## src/rtl/wsg_reg_sequencer.sv

```systemverilog
// rtl/wsg_reg_sequencer.sv - WSG register-file bus initiator
// Buffers whole-channel updates and serialises them into nibble writes.
module wsg_reg_sequencer #(
  parameter int FIFO_DEPTH     = 4,
  parameter int WR_CYCLES      = 2,
  parameter int SKIP_UNCHANGED = 1
) (
  input  logic                         CLK48M,
  input  logic                         RESET_N,
  input  logic                         REQ_VALID,
  output logic                         REQ_READY,
  input  logic [1:0]                   REQ_CH,
  input  logic [2:0]                   REQ_WAVE,
  input  logic [3:0]                   REQ_VOL,
  input  logic [19:0]                  REQ_FREQ,
  output logic [4:0]                   ADRS,
  output logic [3:0]                   DATA,
  output logic                         WR,
  output logic                         BUSY,
  output logic [$clog2(FIFO_DEPTH):0]  FIFO_LEVEL
);

  localparam int PW = $clog2(FIFO_DEPTH);
  localparam int CW = $clog2(WR_CYCLES + 1);
  localparam logic [PW:0] FULL_LEVEL = (PW + 1)'(FIFO_DEPTH);

  typedef enum logic [2:0] {IDLE, LOAD, SCAN, SETUP, STROBE, HOLD} state_t;

  state_t      state;
  logic [28:0] fifo_mem [FIFO_DEPTH];
  logic [PW-1:0] wr_ptr, rd_ptr;
  logic        push, pop;

  logic [1:0]  w_ch;
  logic [2:0]  w_wave;
  logic [3:0]  w_vol;
  logic [19:0] w_freq;
  logic [2:0]  idx;
  logic [CW-1:0] cnt;
  logic [3:0]  shadow [19];

  logic [4:0]  cur_adrs;
  logic [3:0]  cur_nib;
  logic [2:0]  last_idx;
  logic [19:0] freq_sh;
  logic        skip;

  // Nibble registers 10..1F map to slots 0..15; the three wave registers follow.
  function automatic logic [4:0] slot(input logic [4:0] a);
    case (a)
      5'h05:   slot = 5'd16;
      5'h0A:   slot = 5'd17;
      5'h0F:   slot = 5'd18;
      default: slot = {1'b0, a[3:0]};
    endcase
  endfunction

  assign REQ_READY = (FIFO_LEVEL != FULL_LEVEL);
  assign push      = REQ_VALID && REQ_READY;
  assign pop       = (state == IDLE) && (FIFO_LEVEL != '0);
  assign BUSY      = (FIFO_LEVEL != '0) || (state != IDLE);

  always_ff @(posedge CLK48M) begin
    if (!RESET_N) begin
      wr_ptr     <= '0;
      rd_ptr     <= '0;
      FIFO_LEVEL <= '0;
    end else begin
      if (push) begin
        fifo_mem[wr_ptr] <= {REQ_CH, REQ_WAVE, REQ_VOL, REQ_FREQ};
        wr_ptr           <= wr_ptr + 1'b1;
      end
      if (pop)
        rd_ptr <= rd_ptr + 1'b1;
      if (push && !pop)
        FIFO_LEVEL <= FIFO_LEVEL + 1'b1;
      else if (pop && !push)
        FIFO_LEVEL <= FIFO_LEVEL - 1'b1;
    end
  end

  always_comb begin
    cur_adrs = '0;
    cur_nib  = '0;
    last_idx = 3'd5;
    freq_sh  = w_freq >> {idx, 2'b00};
    case (w_ch)
      2'd0: begin
        last_idx = 3'd6;
        case (idx)
          3'd5:    begin cur_adrs = 5'h05; cur_nib = {1'b0, w_wave}; end
          3'd6:    begin cur_adrs = 5'h15; cur_nib = w_vol; end
          default: begin cur_adrs = 5'h10 + {2'b00, idx}; cur_nib = freq_sh[3:0]; end
        endcase
      end
      2'd1: begin
        case (idx)
          3'd4:    begin cur_adrs = 5'h0A; cur_nib = {1'b0, w_wave}; end
          3'd5:    begin cur_adrs = 5'h1A; cur_nib = w_vol; end
          default: begin cur_adrs = 5'h16 + {2'b00, idx}; cur_nib = freq_sh[3:0]; end
        endcase
      end
      default: begin
        case (idx)
          3'd4:    begin cur_adrs = 5'h0F; cur_nib = {1'b0, w_wave}; end
          3'd5:    begin cur_adrs = 5'h1F; cur_nib = w_vol; end
          default: begin cur_adrs = 5'h1B + {2'b00, idx}; cur_nib = freq_sh[3:0]; end
        endcase
      end
    endcase
    skip = (SKIP_UNCHANGED != 0) && (cur_nib == shadow[slot(cur_adrs)]);
  end

  always_ff @(posedge CLK48M) begin
    if (!RESET_N) begin
      state  <= IDLE;
      ADRS   <= '0;
      DATA   <= '0;
      WR     <= 1'b0;
      idx    <= '0;
      cnt    <= '0;
      w_ch   <= '0;
      w_wave <= '0;
      w_vol  <= '0;
      w_freq <= '0;
      for (int i = 0; i < 19; i++)
        shadow[i] <= '0;
    end else begin
      case (state)
        IDLE: begin
          if (pop) begin
            {w_ch, w_wave, w_vol, w_freq} <= fifo_mem[rd_ptr];
            state <= LOAD;
          end
        end
        LOAD: begin
          idx   <= '0;
          state <= (w_ch == 2'd3) ? IDLE : SCAN;
        end
        SCAN: begin
          if (skip) begin
            if (idx == last_idx)
              state <= IDLE;
            else
              idx <= idx + 1'b1;
          end else begin
            ADRS  <= cur_adrs;
            DATA  <= cur_nib;
            state <= SETUP;
          end
        end
        SETUP: begin
          WR    <= 1'b1;
          cnt   <= '0;
          state <= STROBE;
        end
        STROBE: begin
          if (cnt == CW'(WR_CYCLES - 1)) begin
            WR    <= 1'b0;
            state <= HOLD;
          end else begin
            cnt <= cnt + 1'b1;
          end
        end
        HOLD: begin
          shadow[slot(ADRS)] <= DATA;
          if (idx == last_idx) begin
            state <= IDLE;
          end else begin
            idx   <= idx + 1'b1;
            state <= SCAN;
          end
        end
        default: state <= IDLE;
      endcase
    end
  end

endmodule

```

## config.mk

```make
export PLATFORM = sky130hd
export DESIGN_NAME = wsg_reg_sequencer
export DESIGN_NICKNAME = d
export VERILOG_FILES = /design/src/rtl/wsg_reg_sequencer.sv
export SDC_FILE = /design/constraint.sdc
export NUM_CORES = 1
export LEC_CHECK = 0
export ABC_AREA = 0
export CAP_MARGIN = 15
export CORE_MARGIN = 1
export CORE_UTILIZATION = 60
export DETAILED_ROUTE_END_ITERATION = 8
export PLACE_DENSITY_LB_ADDON = 0.15
export RECOVER_POWER = 25
export SLEW_MARGIN = 0
export SYNTH_ARGS = -nofsm -noshare
export SYNTH_HDL_FRONTEND = slang
export SYNTH_SLANG_ARGS = --single-unit
```

## constraint.sdc

```tcl
create_clock -name CLK48M -period 5.15 [get_ports CLK48M]
set_input_delay 0.7725 -clock CLK48M [delete_from_list [all_inputs] [get_ports CLK48M]]
set_output_delay 0.7725 -clock CLK48M [all_outputs]
set_load 0.01 [all_outputs]
```

==> results.json <==
{
  "status": "finished clean",
  "peakVddDrop_mv": 0.372,
  "vias": 7891,
  "via_per_inst": 6.24,
  "synth-edff-count": 192,
  "ys_seq_elements": 250,
  "yosysMostFrequentCell": "edfxtp_1",
  "grt_pass1_vias": 7284,
  "yosysSeqAreaShare_pct": 60.8,
  "die_h_um": 140,
  "synthSimpleGateAreaFrac_pct": 12.8,
  "grt_max_degree": 48,
  "grt_setup_unrepaired": "false",
  "synthAdderAreaFrac_pct": 1.82,
  "synth_top_area_cell": "edfxtp_1",
  "cts_hold_buf": 0,
  "period_share_pct": 93.4,
  "antenna_left": 0,
  "synth-xor-area-share_pct": 0.846,
  "final-hold-violation-count": 0,
  "cts.sink_count": 250,
  "syn-cell-area_mm2": 0.0114,
  "drtIter0Drc": 951,
  "synth_cells": 968,
  "antenna_found_initial": 0,
  "p_leak_nw": 4.40,
  "grtUsageMet3_pct": 4.23,
  "relSlewSlack_pct": 33.6,
  "drc": 0,
  "hold_class": "register to register",
  "cts_buffer_depth": 3,
  "start_kind": "register",
  "cp_max_fo": 12,
  "synth_compound_area_share_pct": 13.5,
  "dp.cells": 1215,
  "clockRootBuffer": "clkbuf_16",
  "postCtsSetupBuffers": 0,
  "maxCapViolCount": 0,
  "track_usage_pct": 27.0,
  "grt-busiest-layer": "met1",
  "worst_skew_pair.late_latency_ps": 530,
  "rows": 50,
  "path_class": "register to register",
  "synthToLayoutAreaGrowth_pct": 13.5,
  "final_util_pct": 69.3,
  "io_pins": 47,
  "wl_per_cell_um": 20.6,
  "setup_viol": 0,
  "stdcell_count": 1264,
  "coreArea_mm2": 0.0186,
  "regArea_mm2": 0.00693,
  "cp.required_ps": 5550,
  "synth_area_leaders": "edfxtp_1, dfxtp_1, mux4_2",
  "use_met1_pct": 42.2,
  "async_reset_ff_share_pct": 0,
  "dieArea_mm2": 0.0195,
  "numPortBuffers": 46,
  "clk_pin_slew_ps": 70,
  "wirelength_mm": 26.1,
  "slew_violations": 0,
  "dp_hpwl_mm": 17.7,
  "fillers": 1340,
  "use_met2_pct": 40.2,
  "ys.flop_type": "edfxtp_1",
  "initial_core_util_pct": 61.1,
  "fin_skew_ps": 12.2,
  "cts_buffers": 26,
  "cts_tree": "done",
  "synth_warnings": 0,
  "final_layout_size_suffix_gt1_share_pct": 11.2,
  "fin_nets": 1058,
  "yosysTopAreaCellShare_pct": 50.6,
  "synth_mux_area_share_pct": 6.82,
  "post_cts_resized": 0,
  "syn_area_per_cell_um2": 11.8,
  "power_density_mw_per_mm2": 531,
  "h-tree-depth": 1,
  "grt_pass1_wl_mm": 40.5,
  "tightest_slew_ps": 994,
  "dr.pass1.iters": 8,
  "period_minus_slack_ps": 4810,
  "die_w_um": 140,
  "fin_tns_setup_ps": 0,
  "grt_overflow": 0,
  "fmaxAchievable_mhz": 208,
  "synth_cell_types": 77,
  "crit_path_end_kind": "register",
  "multi_input_area_mm2": 0.00410,
  "routabilityCongestion": 0.985,
  "antennaDiodeCount": 0,
  "synth_top_family_by_area": "compound AO/OA/AOI/OAI gates",
  "synth_commonest_cells": "edfxtp_1, nand2_1, nor2_1, a21oi_1, dfxtp_1",
  "cp.arrival_ps": 5210
}
-- worst max-delay path, stage by stage, from the launching register on --
cell       delay, ps
dfxtp_1          540
inv_1            250
ha_1             350
or3_4            370
a31oi_4          240
and2_1           420
a31oi_2          370
o21a_1           300
o31ai_1          240
a21oi_1          100
o41ai_2          400
xor2_1           340
nand4_2          190
a2111oi_0        420
o32ai_1          140
-- flip-flops by register name, summed over array words and instances, names as in the netlist --
| signal | count |
|---|---|
| ADRS | 5 |
| DATA | 4 |
| FIFO_LEVEL | 3 |
| WR | 1 |
| cnt | 2 |
| fifo_mem | 116 |
| idx | 3 |
| rd_ptr | 2 |
| shadow | 80 |
| state | 3 |
| w_ch | 2 |
| w_freq | 20 |
| w_vol | 4 |
| w_wave | 3 |
| wr_ptr | 2 |
-- cell usage in the layout (no fill, tap or decap), drive strengths merged, types with 26 or more instances in the layout --
cell type / synthesis / routed
a21oi: 72 / 72
clkbuf: 34 / 35
dfxtp: 58 / 58
dlygate4sd3: 0 / 29
edfxtp: 192 / 192
inv: 26 / 26
mux4: 29 / 29
nand2: 137 / 137
nor2: 119 / 119
o21ai: 45 / 45
-- cell type report --
class | count | share of cell area, %
sequential | 250 | 53.6
multi-input combinational | 637 | 31.7
clock buffer | 35 | 5.62
timing repair buffer | 69 | 5.00
tap | 234 | 2.27
clock inverter | 13 | 1.06
inverter | 26 | 0.755
-- power by group --
group          total [W]  internal (W)  switching, W
registers        0.00258       0.00238      0.000200
logic            0.00243      0.000926       0.00150
clock network    0.00185       0.00109      0.000758
-- worst paths after layout --
kind | depth (start not counted) | to | slack, ps | start
hold / removal | 2 | w_freq[3] | 450 | w_freq[3]
setup reg to reg | 14 | idx[2] | 340 | idx[0]
setup / recovery | 14 | idx[2] | 340 | idx[0]
hold reg to reg | 2 | w_freq[3] | 450 | w_freq[3]
-- per-layer routing --
metal	up-vias	wire (um)
met2	364	11400
met4	0	465
met3	37	2260
met1	3807	12000
li1	3683	-
met5	-	0
-- logic make-up after synthesis --
logic type      count (synthesis)
flops                         250
other cells                     1
xor+xnor                       11
simple gates                  337
buf+inv                        84
compound gates                228
mux                            41
fa+ha+maj                      16
-- per-stage QoR --
step                      area (um^2)  hold WS, ps  worst slack (ps)  total power, W
after floorplan                 11400          432              1150         0.00435
after global placement          12000          448               584         0.00497
after detailed placement        12000          447               464         0.00499
after CTS                       12900          455               428         0.00684
after global routing            12900          466              46.4         0.00719
final                           12900          454               338         0.00686
No activity file was read; power rests on OpenSTA's default activity.
